[src/rtl/prog_loader8_if.sv]
// prog_loader8_if: program stream, RAM write port, CPU control and status bundle
interface prog_loader8_if #(
  parameter int ADDR_W  = 8,
  parameter int INSTR_W = 3,
  parameter int CYC_W   = 32
);
  logic [7:0]         in_data;
  logic               in_valid;
  logic               in_last;
  logic               in_ready;
  logic               restart;
  logic               ram_we;
  logic [ADDR_W-1:0]  ram_addr;
  logic [7:0]         ram_wdata;
  logic [INSTR_W-1:0] cpu_instr;
  logic               cpu_enable;
  logic               done;
  logic               error;
  logic [ADDR_W:0]    byte_count;
  logic [CYC_W-1:0]   run_cycles;
  modport master (
    output in_data, in_valid, in_last, restart, cpu_instr,
    input  in_ready, ram_we, ram_addr, ram_wdata, cpu_enable, done, error, byte_count, run_cycles
  );
  modport slave (
    input  in_data, in_valid, in_last, restart, cpu_instr,
    output in_ready, ram_we, ram_addr, ram_wdata, cpu_enable, done, error, byte_count, run_cycles
  );
endinterface

[src/rtl/prog_loader8.sv]
// prog_loader8: streams a program into CPU RAM, runs the CPU until it halts, reports counts
module prog_loader8 #(
  parameter int ADDR_W     = 8,
  parameter int INSTR_W    = 3,
  parameter int HALT_COUNT = 4,
  parameter int CYC_W      = 32
) (
  input logic clk,
  input logic rst,
  prog_loader8_if.slave bus
);
  localparam int ZW = $clog2(HALT_COUNT + 1);
  typedef enum logic [2:0] {LOAD, COMMIT, RUN, HALTED, ERROR} state_t;
  state_t state, nstate;
  logic [ADDR_W-1:0] ptr;
  logic [ZW-1:0] zcnt;
  logic accept, zero, clear;
  assign bus.in_ready = (state == LOAD) & ~rst;
  assign accept = bus.in_valid & bus.in_ready;
  assign zero = bus.cpu_instr == '0;
  assign clear = bus.restart & ((state == HALTED) | (state == ERROR));
  always_ff @(posedge clk)
    state <= rst ? LOAD : nstate;
  always_comb begin
    nstate = state;
    case (state)
      LOAD:    nstate = !accept ? LOAD : bus.in_last ? COMMIT : (&ptr) ? ERROR : LOAD;
      COMMIT:  nstate = RUN;
      RUN:     nstate = (zero && zcnt == ZW'(HALT_COUNT - 1)) ? HALTED : RUN;
      default: nstate = bus.restart ? LOAD : state;
    endcase
  end
  always_ff @(posedge clk)
    if (rst) begin
      ptr            <= '0;
      zcnt           <= '0;
      bus.ram_we     <= 1'b0;
      bus.ram_addr   <= '0;
      bus.ram_wdata  <= '0;
      bus.cpu_enable <= 1'b0;
      bus.done       <= 1'b0;
      bus.error      <= 1'b0;
      bus.byte_count <= '0;
      bus.run_cycles <= '0;
    end else begin
      bus.ram_we <= accept;
      if (accept) begin
        bus.ram_addr   <= ptr;
        bus.ram_wdata  <= bus.in_data;
        ptr            <= ptr + 1'b1;
        bus.byte_count <= bus.byte_count + 1'b1;
      end
      if (state == RUN) begin
        bus.run_cycles <= (&bus.run_cycles) ? bus.run_cycles : bus.run_cycles + 1'b1;
        zcnt           <= zero ? zcnt + 1'b1 : zcnt;
      end
      if (clear) begin
        ptr            <= '0;
        zcnt           <= '0;
        bus.byte_count <= '0;
        bus.run_cycles <= '0;
      end
      bus.cpu_enable <= nstate == RUN;
      bus.done       <= nstate == HALTED;
      bus.error      <= nstate == ERROR;
    end
endmodule

[src/flat_wrapper.sv]
// flat-port wrapper written by rule: the top's interface ports become plain ports
module prog_loader8_flat 
#(
  parameter int ADDR_W     = 8,
  parameter int INSTR_W    = 3,
  parameter int HALT_COUNT = 4,
  parameter int CYC_W      = 32
)
  (clk, rst, bus_in_data, bus_in_valid, bus_in_last, bus_restart, bus_cpu_instr, bus_in_ready, bus_ram_we, bus_ram_addr, bus_ram_wdata, bus_cpu_enable, bus_done, bus_error, bus_byte_count, bus_run_cycles);
  prog_loader8_if #(.ADDR_W(ADDR_W), .INSTR_W(INSTR_W), .CYC_W(CYC_W)) bus_i ();
  input logic clk;
  input logic rst;
  input wire logic [$bits(bus_i.in_data)-1:0] bus_in_data;
  input wire logic [$bits(bus_i.in_valid)-1:0] bus_in_valid;
  input wire logic [$bits(bus_i.in_last)-1:0] bus_in_last;
  input wire logic [$bits(bus_i.restart)-1:0] bus_restart;
  input wire logic [$bits(bus_i.cpu_instr)-1:0] bus_cpu_instr;
  output wire logic [$bits(bus_i.in_ready)-1:0] bus_in_ready;
  output wire logic [$bits(bus_i.ram_we)-1:0] bus_ram_we;
  output wire logic [$bits(bus_i.ram_addr)-1:0] bus_ram_addr;
  output wire logic [$bits(bus_i.ram_wdata)-1:0] bus_ram_wdata;
  output wire logic [$bits(bus_i.cpu_enable)-1:0] bus_cpu_enable;
  output wire logic [$bits(bus_i.done)-1:0] bus_done;
  output wire logic [$bits(bus_i.error)-1:0] bus_error;
  output wire logic [$bits(bus_i.byte_count)-1:0] bus_byte_count;
  output wire logic [$bits(bus_i.run_cycles)-1:0] bus_run_cycles;
  assign bus_i.in_data = bus_in_data;
  assign bus_i.in_valid = bus_in_valid;
  assign bus_i.in_last = bus_in_last;
  assign bus_i.restart = bus_restart;
  assign bus_i.cpu_instr = bus_cpu_instr;
  assign bus_in_ready = bus_i.in_ready;
  assign bus_ram_we = bus_i.ram_we;
  assign bus_ram_addr = bus_i.ram_addr;
  assign bus_ram_wdata = bus_i.ram_wdata;
  assign bus_cpu_enable = bus_i.cpu_enable;
  assign bus_done = bus_i.done;
  assign bus_error = bus_i.error;
  assign bus_byte_count = bus_i.byte_count;
  assign bus_run_cycles = bus_i.run_cycles;
  prog_loader8 #(.ADDR_W(ADDR_W), .INSTR_W(INSTR_W), .HALT_COUNT(HALT_COUNT), .CYC_W(CYC_W)) u_core (.clk(clk), .rst(rst), .bus(bus_i));
endmodule
[config.mk]
export PLATFORM = sky130hd
export DESIGN_NAME = prog_loader8_flat
export DESIGN_NICKNAME = d
export VERILOG_FILES = /design/src/rtl/prog_loader8_if.sv /design/src/rtl/prog_loader8.sv /design/src/flat_wrapper.sv
export SDC_FILE = /design/constraint.sdc
export NUM_CORES = 1
export LEC_CHECK = 0
export ABC_AREA = 1
export BUFFER_PORTS_ARGS = -buffer_cell sky130_fd_sc_hd__buf_2
export CAP_MARGIN = 10
export CORE_MARGIN = 2
export CORE_UTILIZATION = 50
export CTS_CLUSTER_DIAMETER = 60
export CTS_CLUSTER_SIZE = 14
export DETAILED_ROUTE_END_ITERATION = 7
export GPL_TIMING_DRIVEN = 0
export HOLD_SLACK_MARGIN = 0.02
export PLACE_DENSITY = 0.78
export SYNTH_ARGS = -nofsm -noshare
export SYNTH_HDL_FRONTEND = slang
export SYNTH_SLANG_ARGS = --single-unit
[constraint.sdc]
create_clock -name clk -period 1.6 [get_ports clk]
set_input_delay 0 -clock clk [delete_from_list [all_inputs] [get_ports clk]]
set_output_delay 0 -clock clk [all_outputs]
set_load 0.01 [all_outputs]
# --- Yosys cells after proc, flatten, opt, wreduce, memory -nomap -nowiden ---
# Cells that the tools add are included.
totals:
  ff_bits: 75
  in_bits: 16
  output_inout_bits: 62
op_classes:
  eq_ne: 8
  muxes: 6
  reduce_logical: 8
  n_bitwise: 6
  add_sub_neg: 4
ops:
  columns: ["op", "count"]
  rows:
  - ["32-bit by 1-bit adder with 32-bit output (second input constant)", 1]
  - ["32-bit AND reduction", 1]
  - ["3-bit by 2-bit equality test with 1-bit output (second input constant)", 5]
  - ["3-bit two-way mux", 4]
  - ["9-bit by 1-bit adder with 9-bit output (second input constant)", 1]
  - ["3-bit one-hot mux with 3 select lines", 1]
  - ["8-bit by 1-bit adder with 8-bit output (second input constant)", 1]
  - ["8-bit AND reduction", 1]
  - ["3-bit equality test (second input constant)", 2]
  - ["3-bit zero test", 2]
  - ["2-bit AND reduction", 2]
  - ["3-bit by 1-bit adder with 3-bit output (second input constant)", 1]
  - ["1-bit AND", 3]
  - ["3-bit by 1-bit equality test with 1-bit output (second input constant)", 1]
  - ["1-bit NOT", 2]
  - ["2-bit OR reduction", 1]
  - ["1-bit logical AND", 1]
  - ["1-bit two-way mux", 1]
  - ["1-bit OR", 1]

# --- Logic depth before layout (Yosys ltp) ---
# Gate-level depths: netlist of the first run.
logic_depth:
  depth_word: 6
  ltp_mapped: 11
  mapped_depth_nobuf: 10

# --- Worst setup path after synthesis of the first run ---
# Ideal clock, no wire load.
synth_path:
  path_type: "flip-flop to flip-flop"
  start: "register u_core.bus.run_cycles[1]"
  end: "register u_core.bus.run_cycles[10]"
  slack_ps: -121
  stages_incl_launch_ff: 12
  t_arrival_ps: 1652
  setup_time_ps: 69
  path_buffers: 2
  t_required_ps: 1531
  cell_sequence: "dfxtp_1 > ha_1 > inv_1 > nor2_4 > nand2_4 > nor2_8 > nand2_4 > nand2_2 > buf_6 > buf_12 > nand2_2 > a21oi_2"
synth_between:
  elab_chain_cells: 3
  elab_cells_between_ends: 4
  classes_between: "add/sub (1); bitwise (1); reduce/logical (2)"
synth_rtl:
  columns: ["item", "line_no", "rtl"]
  rows:
  - ["start, declared", "prog_loader8_if.sv:27", "output in_ready, ram_we, ram_addr, ram_wdata, cpu_enable, done, error, byte_count, run_cycles"]
  - ["start signal, assigned", "prog_loader8.sv:54", "bus.run_cycles <= (&bus.run_cycles) ? bus.run_cycles : bus.run_cycles + 1'b1;"]
  - ["branches (longest 3 deep; another with 32-bit by 1-bit adder with 32-bit output)", null, null]
# Several ways; the timed one is not identified.
# A chain may end at the register's enable or synchronous reset.

# --- Worst setup path in the final report of the first run ---
layout_path:
  start: "register u_core.bus.run_cycles[9]"
  end: "register u_core.bus.run_cycles[29]"
# Same word-level chain as after synthesis.

==> results.md, run 1 <==
- Vias in the first global route: 3,763
- Clock tree from TritonCTS: built
- CTS Sinks: 75
- Fraction of post-synthesis cell area in the top cell type by area: 0.382
- Cell row count: 32
- Final setup TNS: -0.0176 ns
- Clock Skew: 0.00522 ns
- Areal power density over the cells: 720 mW/mm^2
- Mapped Nets: 595
- Clk Latency, worst-skew pair: 0.36 ns
- Clk buf depth: 2
- Core footprint: 0.00769 sq mm
- Synthesized area divided by synthesized cell count: 6.85 sq um
- Maximum number of pins on one net before global-route repair: 14
- Overflow left after global routing: 0
- Adder and majority cell fraction of the synthesized area: 0.0159
- Number of max-slew violations in the final report: 0
- Worst hold-check path type: in -> reg
- Number of flip-flops and latches in the synthesized netlist: 75
- Top FF cell, synth: dfxtp_1
- Most common cell after layout, fill and taps aside: nand2_1
- Iteration-0 DRC Markers: 187
- Number of antenna violations at the first check in global routing: 0
- Proportion of synthesized chip area in sequential cells: 0.382
- Wirelength, routed: 10,800 um
- Layout-stage area growth over the synthesis result: 36.7%
- Antenna cell count: 0
- Post-synthesis compound-gate area fraction: 0.103
- Final worst-path cycle share: 1.01
- Final weighted congestion in routability-driven placement: 0.901
- Number of distinct library cells after synthesis: 32
- Filler Cell Count: 666
- Maximum fanout count along the critical path: 6
- Library cell with the largest summed area after synthesis: dfxtp_1
- Peak VDD IR: 0.000451 V
- Setup Viol. Count Final: 1
- Largest family of logic cells by synthesized area: simple AND/OR/NAND/NOR gates
- Hold Slack: 0.0980 ns
- Fin worst setup slack: -0.0176 ns
- Number of nets still failing antenna checks after routing: 0
- Remaining routing DRC violations: 0
- Number of top-level pins: 78
- HPWL after detailed placement: 7190 um
- Library cell used as clock root buffer: clkbuf_8
- Area of the die: 0.00859 sq mm
- Top cells by area, synth: dfxtp_1 38%, nand2_1 16%, nor2_1 7.4%
- Unrepaired setup endpoints after global routing: yes
- Register cell area after layout: 0.00159 sq mm
- # port buffers: 77
- Sort of element at the start of the critical path: flip-flop
- CTS Buf Count: 9
- Static leakage: 2.31 nW
- Clock-pin slew reported for the worst setup and hold paths after clock tree synthesis: 0.08 ns
- # Max-Cap Violations: 0
- DR vias/cell: 5.07
- H-tree Lvls: 3
- Cells after synthesis: 574
- Vertical die dimension: 92.7 um
- Wire length of the first global-routing pass: 17,100 um
- Count of synthesis-stage warnings from yosys: 0
- Average wire per cell in the routed design: 13.3 um
- Final hold vios: 0
- Worst EP required: 1.89 ns
- Post-synthesis simple-gate area fraction: 0.372
- Final critical delay including setup and external delays: 1.62 ns
- Multiplexer fraction of the synthesized cell area: 0
- F_max: 618 MHz
- Highest-count cells in the layout ignoring fill and taps: 153 x nand2_1, 79 x buf_2, 66 x nor2_1
- Setup crit end kind: flip-flop
- Effective utilization at floorplan: 0.511
- Share of post-route cells with drive strength above 1: 0.378
- # nets final: 725
- Post-Synth XOR/XNOR Area: 0.0401
- Arrival time at the worst endpoint: 1.90 ns
- Proportion of synthesized flip-flops having asynchronous set or reset: 0
- Number of iterations in the first detailed-routing pass: 6
- Type of the worst setup path: reg -> reg
- Routed via count: 4,112
- Worst-margin pin slew: 0.455 ns
- Number of synthesized flops with an enable pin: 0
- GRT Overall Usage: 0.247
- Die Span X: 92.7 um
- Max-Slew Margin vs Limit: 0.697
- Area of the multi-input gates: 0.00229 sq mm
- Syn Std Cell Area: 0.00393 sq mm
- Outcome: finished with violations
- Violations in the final reports: negative setup slack
## synth_stat cells, types with 2 or more instances
master,number
buf_12,2
nor2_2,3
a21oi_1,22
o21ai_0,20
ha_1,5
nand2_2,23
nor2_4,3
a21oi_2,20
nand2_4,2
inv_1,60
nor3_1,10
dfxtp_1,75
clkbuf_1,3
nand4_1,10
buf_2,8
nor2_1,78
nand3_1,31
xnor2_1,9
nand2_1,169
xor2_1,9
## cell type report
cell class                      instances  area share
Clock buffer                           12      0.0328
Timing Repair Buffer                  119       0.142
Multi-Input combinational cell        422       0.425
Buffer                                 15      0.0256
Tap cell                              102      0.0238
Clock inverter                          4      0.0102
Sequential cell                        75       0.296
Inverter                               62      0.0445
## registers in the layout (all words and copies together) (netlist names)
| register | count |
|---|---|
| u_core.bus.run_cycles | 32 |
| u_core.bus.byte_count | 9 |
| u_core.bus.ram_addr | 8 |
| u_core.bus.ram_wdata | 8 |
| u_core.ptr | 8 |
| u_core.state | 3 |
| u_core.zcnt | 3 |
| u_core.bus.cpu_enable | 1 |
| u_core.bus.done | 1 |
| u_core.bus.error | 1 |
| u_core.bus.ram_we | 1 |
## routing by layer
layer,up-vias,share of wire,global-route usage
li1,2073,-,-
met1,1891,0.41,0.292
met2,130,0.51,0.450
met3,18,0.054,0.0480
met4,0,0.018,0.0797
met5,-,0,0
## cell families after synthesis
| group | count (synthesis) |
|---|---|
| xor gates and xnor gates | 18 |
| and+or+nand+nor | 334 |
| buffers and inverters | 77 |
| AOI/OAI and AO/OA | 65 |
| adders and majority gates | 5 |
| DFF | 75 |
## critical path, cell delays in order, from the launching register on
cell	delay [ns]
dfxtp_4	0.40
nand2_2	0.09
nor2_2	0.13
nand2_2	0.11
nor2_8	0.15
nand2_4	0.07
nand2_4	0.07
buf_8	0.14
buf_12	0.11
buf_12	0.11
nand2_4	0.04
a21oi_2	0.12
## power breakdown
group	switching [W]	leakage [nW]	internal, W
sequential	0.0000218	0.630	0.00187
clock	0.000758	0.114	0.000906
combinational	0.000178	1.57	0.000135
total	0.000958	2.31	0.00291
## path summary, 6_finish.rpt
path / start / endpoint / slack [ns] / depth (start not counted)
max: u_core.bus.run_cycles[9] / u_core.bus.run_cycles[29] / -0.02 / 11
min: bus_cpu_instr[2] / u_core.zcnt[0] / 0.1 / 5
max reg2reg: u_core.bus.run_cycles[9] / u_core.bus.run_cycles[29] / -0.02 / 11
min reg2reg: u_core.bus.ram_wdata[2] / u_core.bus.ram_wdata[2] / 0.46 / 2
## what timing repair did
action                                 in CTS  in global routing
cloned                                      1                  0
pin swaps                                  17                 22
endpoints found under the hold margin      11                  0
buffers inserted                           15                 17
setup endpoints to repair                  54                 64
gates resized for setup                    55                 71
hold buffers                               10                  0
## through the flow
| stage | setup slack, ns | total power [W] | instances | utilization | area [sq um] |
|---|---|---|---|---|---|
| floorplan | 0.0124 | 0.00210 | 574 | - | 3940 |
| global placement | -0.186 | 0.00219 | 753 | 0.579 | 4450 |
| detailed placement | -0.207 | 0.00220 | 753 | 0.579 | 4450 |
| CTS | -0.0465 | 0.00390 | 795 | 0.659 | 5070 |
| global route | -0.106 | 0.00400 | 811 | 0.699 | 5370 |
| finish | -0.0176 | 0.00387 | 811 | 0.699 | 5370 |
No activity file was read; power rests on OpenSTA's default activity.
==> run 2, diff against run 1 <==
--- a/config.mk
+++ b/config.mk
@@ -15,7 +15,7 @@
 export DETAILED_ROUTE_END_ITERATION = 7
 export GPL_TIMING_DRIVEN = 0
 export HOLD_SLACK_MARGIN = 0.02
-export PLACE_DENSITY = 0.78
+export PLACE_DENSITY = 0.76
 export SYNTH_ARGS = -nofsm -noshare
 export SYNTH_HDL_FRONTEND = slang
 export SYNTH_SLANG_ARGS = --single-unit
==> run 2 against run 1 <==
The flow now finishes without violations. Total power is 5.9% higher. Worst hold slack worse by 0.0022 ns. Largest power group unchanged. Final cell count is 0.49% lower. Critical endpoint is now u_core.bus.run_cycles[10]. Register-to-register slack better by 0.02 ns. Critical path type unchanged.
==> results.md, run 2 (synthesis results as in run 1) <==
- Outcome: completed
- Cell row count: 32
- Setup slack of the worst register-to-register path: 0.003 ns
- Antenna cell count: 0
- Sum of buffers and inverters on the critical path: 2
- Reg with most FFs: u_core.bus.run_cycles
- Peak VDD IR: 0.000461 V
- R2R depth: 10
- Clk Latency, worst-skew pair: 0.36 ns
- Clock tree from TritonCTS: built
- Register cell area after layout: 0.00159 sq mm
- Routed via count: 4,130
- Registers with the highest flip-flop counts: u_core.bus.run_cycles: 32 flops, u_core.bus.byte_count: 9 flops
- Placed insts: 753
- Cell Chain, Critical Path: nand2_1 > nor2_2 > nand2_2 > nor2_8 > nand2_4 > nand2_4 > buf_12 > clkbuf_16 > nand2_2 > a21oi_2
- Filler Cell Count: 646
- Vias in the first global route: 3,825
- Maximum number of pins on one net before global-route repair: 14
- Final critical delay including setup and external delays: 1.60 ns
- Max-Slew Margin vs Limit: 0.707
- Final Total Pwr: 0.00409 W
- Seq pwr share: 0.462
- Sort of element at the start of the critical path: flip-flop
- Launching point of the worst reg2reg path: u_core.bus.run_cycles[15]
- Average wire per cell in the routed design: 13.2 um
- Worst EP required: 1.88 ns
- Non-Filler Instances: 807
- Clock-pin slew reported for the worst setup and hold paths after clock tree synthesis: 0.08 ns
- Origin of the worst min-delay path: bus_cpu_instr[2]
- Final setup TNS: 0 ns
- Internal power: 0.00314 W
- H-tree Lvls: 3
- Worst hold path stage count: 5
- Hold Slack: 0.0959 ns
- DR vias/cell: 5.12
- Die Span X: 92.7 um
- Arrival time at the worst endpoint: 1.88 ns
- Worst-margin pin slew: 0.439 ns
- GRT Overall Usage: 0.244
- Iteration-0 DRC Markers: 159
- Clock Skew: 0.00836 ns
- Endpoint of the worst-slack reg-to-reg timing path: u_core.bus.run_cycles[10]
- Overflow left after global routing: 0
- Maximum fanout count along the critical path: 7
- Largest stage delay on the critical path: 0.39 ns
- Area of the multi-input gates: 0.00229 sq mm
- Number of antenna violations at the first check in global routing: 0
- Most common cell after layout, fill and taps aside: nand2_1
- Part of the total power dissipated in the clock network: 0.461
- Max reg flops: 32
- Area of the die: 0.00859 sq mm
- Final worst-path cycle share: 0.998
- Areal power density over the cells: 760 mW/mm^2
- Number of iterations in the first detailed-routing pass: 4
- Static leakage: 2.32 nW
- # Max-Cap Violations: 0
- Vertical die dimension: 92.7 um
- Most used routing layer in global routing: met2
- Final hold vios: 0
- Hold endpoint: u_core.zcnt[0]
- CTS Sinks: 75
- Highest-count cells in the layout ignoring fill and taps: 160 x nand2_1, 79 x buf_2, 66 x nor2_1
- Unrepaired setup endpoints after global routing: yes
- Effective utilization at floorplan: 0.511
- # nets final: 721
- CTS Buf Count: 9
- Number of max-slew violations in the final report: 0
- Wire length of the first global-routing pass: 16,900 um
- Met2 capacity usage during global routing: 0.437
- Share of post-route cells with drive strength above 1: 0.360
- F_max: 626 MHz
- Layout-stage area growth over the synthesis result: 37.1%
- Remaining routing DRC violations: 0
- Slowest CP cell: dfxtp_4
- Worst hold-check path type: in -> reg
- Type of the worst setup path: reg -> reg
- Routing usage on met3: 0.0382
- Cell family with most CP delay: simple AND/OR/NAND/NOR gates
- Wirelength, routed: 10,600 um
- Core footprint: 0.00769 sq mm
- HPWL after detailed placement: 7080 um
- Library cell used as clock root buffer: clkbuf_8
- Clk buf depth: 2
- Setup crit end kind: flip-flop
- Number of top-level pins: 78
- Switching Power: 0.000951 W
- Final weighted congestion in routability-driven placement: 0.971
- # port buffers: 77
- Sw Ratio: 0.232
- Number of nets still failing antenna checks after routing: 0
- Relative contribution of combinational cells to total power: 0.077
- Global routing usage on met1: 0.289
- Setup Viol. Count Final: 0
run 2: tightest hold or removal path: stages:
cell     delay (ns)
buf_2          0.08
nor3_1         0.04
nand2_1        0.14
xor2_1         0.09
nor2_1         0.07
run 2: worst max path at each step:
stage | endpoint | from | cells after the start | slack (ns)
final | u_core.bus.run_cycles[10] | u_core.bus.run_cycles[15] | 10 | 0.003
after global routing | u_core.bus.run_cycles[25] | u_core.bus.run_cycles[29] | 11 | -0.1
after CTS | u_core.bus.run_cycles[23] | u_core.bus.run_cycles[1] | 12 | -0.04
after detailed placement | u_core.ptr[1] | u_core.state[0] | 7 | -0.18
after global placement | u_core.bus.run_cycles[27] | u_core.bus.run_cycles[15] | 10 | -0.16
after floorplan | u_core.bus.run_cycles[10] | u_core.bus.run_cycles[15] | 10 | 0.01
run 2: timing repair:
action                                  CTS  global route
setup buffers                            15            14
resized for setup                        58            67
hold buffers                             10             0
pin swaps                                15            33
endpoints found under the setup margin   53            60
gates cloned                              1             1
hold endpoints to repair                 11             0
run 2: layout make-up:
| cell class | count | area share |
|---|---|---|
| buffer | 14 | 0.0235 |
| clock buffer | 11 | 0.0283 |
| clock inverter | 5 | 0.0200 |
| inverter | 62 | 0.0432 |
| multi-input combinational | 422 | 0.426 |
| sequential | 75 | 0.294 |
| tap | 102 | 0.0237 |
| timing repair buffer | 116 | 0.141 |
run 2: per-layer routing:
| metal | part of all wire | up-vias |
|---|---|---|
| li1 | - | 2062 |
| met1 | 0.41 | 1880 |
| met2 | 0.49 | 148 |
| met3 | 0.061 | 40 |
| met4 | 0.034 | 0 |
| met5 | 0 | - |
run 2: power by group through the flow:
stage	combinational [W]	clock (W)	sequential [W]
after global routing	0.000351	0.00198	0.00189
after CTS	0.000282	0.00190	0.00191
after global placement	0.000228	0	0.00196
final	0.000317	0.00189	0.00189
after floorplan	0.000129	0	0.00197
after detailed placement	0.000233	0	0.00196
run 2: metrics by stage:
stage	utilization	setup WS, ns	instance area (sq um)
finish	0.701	0.00306	5390
global route	0.701	-0.0961	5390
CTS	0.662	-0.0447	5090
detailed placement	0.579	-0.185	4450
global placement	0.579	-0.156	4450
floorplan	-	0.0124	3940
==> run 3, diff against run 2 <==
--- a/config.mk
+++ b/config.mk
@@ -8,14 +8,16 @@
 export ABC_AREA = 1
 export BUFFER_PORTS_ARGS = -buffer_cell sky130_fd_sc_hd__buf_2
 export CAP_MARGIN = 10
+export CELL_PAD_IN_SITES_DETAIL_PLACEMENT = 0
+export CELL_PAD_IN_SITES_GLOBAL_PLACEMENT = 1
 export CORE_MARGIN = 2
-export CORE_UTILIZATION = 50
+export CORE_UTILIZATION = 35
 export CTS_CLUSTER_DIAMETER = 60
 export CTS_CLUSTER_SIZE = 14
 export DETAILED_ROUTE_END_ITERATION = 7
 export GPL_TIMING_DRIVEN = 0
 export HOLD_SLACK_MARGIN = 0.02
-export PLACE_DENSITY = 0.76
+export PLACE_DENSITY_LB_ADDON = 0.1
 export SYNTH_ARGS = -nofsm -noshare
 export SYNTH_HDL_FRONTEND = slang
 export SYNTH_SLANG_ARGS = --single-unit
==> run 3 against run 2 <==
The flow now finishes with violations (negative setup slack). Critical path type unchanged. Critical path depth up 1. Via count down 5.5%. Worst hold slack worse by 0.025 ns.
==> results.md, run 3 (synthesis results as in run 1) <==
- Outcome: finished with violations
- Violations in the final reports: negative setup slack
- Area of the die: 0.0121 sq mm
- # nets final: 714
- Max-Slew Margin vs Limit: 0.697
- Max reg flops: 32
- H-tree Lvls: 3
- Worst EP required: 1.89 ns
- Clk Latency, worst-skew pair: 0.37 ns
- GRT Overall Usage: 0.193
- # port buffers: 77
- Antenna cell count: 0
- Most used routing layer in global routing: met2
- Vias in the first global route: 3,671
- Iteration-0 DRC Markers: 127
- Clock tree from TritonCTS: built
- Worst hold path stage count: 5
- Routed via count: 3,902
- Highest-count cells in the layout ignoring fill and taps: 160 x nand2_1, 79 x buf_2, 65 x nor2_1
- Effective utilization at floorplan: 0.361
- Clock Skew: 0.0135 ns
- Number of iterations in the first detailed-routing pass: 4
- Maximum number of pins on one net before global-route repair: 14
- Sw Ratio: 0.265
- Setup slack of the worst register-to-register path: -0.02 ns
- Placed insts: 791
- Type of the worst setup path: reg -> reg
- Internal power: 0.00262 W
- Library cell used as clock root buffer: clkbuf_8
- Routing usage on met3: 0.0335
- Final setup TNS: -0.0913 ns
- Launching point of the worst reg2reg path: u_core.bus.run_cycles[21]
- Worst-margin pin slew: 0.455 ns
- Part of the total power dissipated in the clock network: 0.379
- Register cell area after layout: 0.00156 sq mm
- R2R depth: 11
- Filler Cell Count: 1,156
- Average wire per cell in the routed design: 13.2 um
- Final hold vios: 0
- Clock-pin slew reported for the worst setup and hold paths after clock tree synthesis: 0.09 ns
- Final weighted congestion in routability-driven placement: 0.838
- Registers with the highest flip-flop counts: u_core.bus.run_cycles: 32 flops, u_core.bus.byte_count: 9 flops
- Met2 capacity usage during global routing: 0.334
- Endpoint of the worst-slack reg-to-reg timing path: u_core.bus.run_cycles[16]
- Worst setup path startpoint: u_core.bus.run_cycles[21]
- Reg with most FFs: u_core.bus.run_cycles
- Vertical die dimension: 110 um
- CTS Buf Count: 9
- CTS Sinks: 75
- Core footprint: 0.0109 sq mm
- Peak VDD IR: 0.000439 V
- Clk buf depth: 2
- # Max-Cap Violations: 0
- Worst hold-check path type: in -> reg
- Relative contribution of combinational cells to total power: 0.086
- Hold Slack: 0.0704 ns
- Final worst-path cycle share: 1.01
- Number of nets still failing antenna checks after routing: 0
- Setup Viol. Count Final: 6
- Sort of element at the start of the critical path: flip-flop
- Critical path endpoint: u_core.bus.run_cycles[16]
- Seq pwr share: 0.535
- Cell row count: 38
- F_max: 617 MHz
- Switching Power: 0.000945 W
- Wirelength, routed: 11,100 um
- Most common cell after layout, fill and taps aside: nand2_1
- Overflow left after global routing: 0
- Arrival time at the worst endpoint: 1.91 ns
- Number of antenna violations at the first check in global routing: 0
- Non-Filler Instances: 838
- Global routing usage on met1: 0.235
- DR vias/cell: 4.66
- Layout-stage area growth over the synthesis result: 33.1%
- HPWL after detailed placement: 8020 um
- Area of the multi-input gates: 0.00227 sq mm
- Areal power density over the cells: 681 mW/mm^2
- Final critical delay including setup and external delays: 1.62 ns
- Die Span X: 110 um
- Wire length of the first global-routing pass: 17,800 um
- Number of max-slew violations in the final report: 0
- Setup crit end kind: flip-flop
- Maximum fanout count along the critical path: 6
- Share of post-route cells with drive strength above 1: 0.355
- Static leakage: 2.22 nW
- Number of top-level pins: 78
- Fin worst setup slack: -0.0215 ns
- Unrepaired setup endpoints after global routing: yes
- Remaining routing DRC violations: 0
[run 3: timing repair]
action / 4_1_cts / 5_1_grt
setup buffers: 17 / 7
pin swaps: 18 / 18
endpoints found under the setup margin: 56 / 67
resized for setup: 48 / 58
endpoints found under the hold margin: 11 / 0
hold buffers: 10 / 0
cloned: 1 / 0
[run 3: metal layers]
metal / up-vias / share of wire
met5: - / 0
li1: 2035 / -
met4: 0 / 0.018
met3: 13 / 0.040
met2: 72 / 0.49
met1: 1782 / 0.46
[run 3: area by class of cell]
cell class              count  area share
inverters                  62      0.0445
flip-flops and latches     75       0.298
repair buffers            108       0.128
well taps                 140      0.0335
clock inverters             4     0.00526
plain buffers              15      0.0285
multi-input cells         422       0.434
clock buffers              12      0.0277
[run 3: power groups by stage]
stage	Sequential, W	Clock [W]	Combinational, W
CTS	0.00192	0.00140	0.000302
floorplan	0.00197	0	0.000129
global placement	0.00196	0	0.000240
detailed placement	0.00196	0	0.000242
global route	0.00191	0.00149	0.000341
finish	0.00191	0.00135	0.000307
[run 3: critical path, cell delays in order, from the launching register on]
cell and delay [ns]:
dfxtp_2 0.40, nand2_1 0.09, nor2_1 0.14, nand2_1 0.13, nor2_4 0.14, nand2_4 0.08, nand2_4 0.07, buf_8 0.13
buf_12 0.11, buf_12 0.11, nand2_2 0.05, a21oi_2 0.10
[run 3: how the worst min path moves through the flow]
| stage | start | to |
|---|---|---|
| after CTS | bus_cpu_instr[2] | u_core.zcnt[0] |
| final | bus_cpu_instr[2] | u_core.zcnt[0] |
| after global routing | bus_restart | u_core.ptr[4] |
| after floorplan | rst | bus_in_ready |
| after detailed placement | bus_in_data[1] | u_core.bus.ram_wdata[1] |
| after global placement | bus_in_data[1] | u_core.bus.ram_wdata[1] |
[run 3: per-stage QoR]
step	setup WS, ns	util	total power [W]	instance area [sq um]
6_report	-0.0215	0.480	0.00356	5230
5_1_grt	-0.120	0.480	0.00374	5230
4_1_cts	-0.0658	0.466	0.00361	5080
3_5_place_dp	-0.243	0.413	0.00220	4500
3_3_place_gp	-0.237	0.413	0.00220	4500
2_1_floorplan	0.0124	-	0.00210	3940
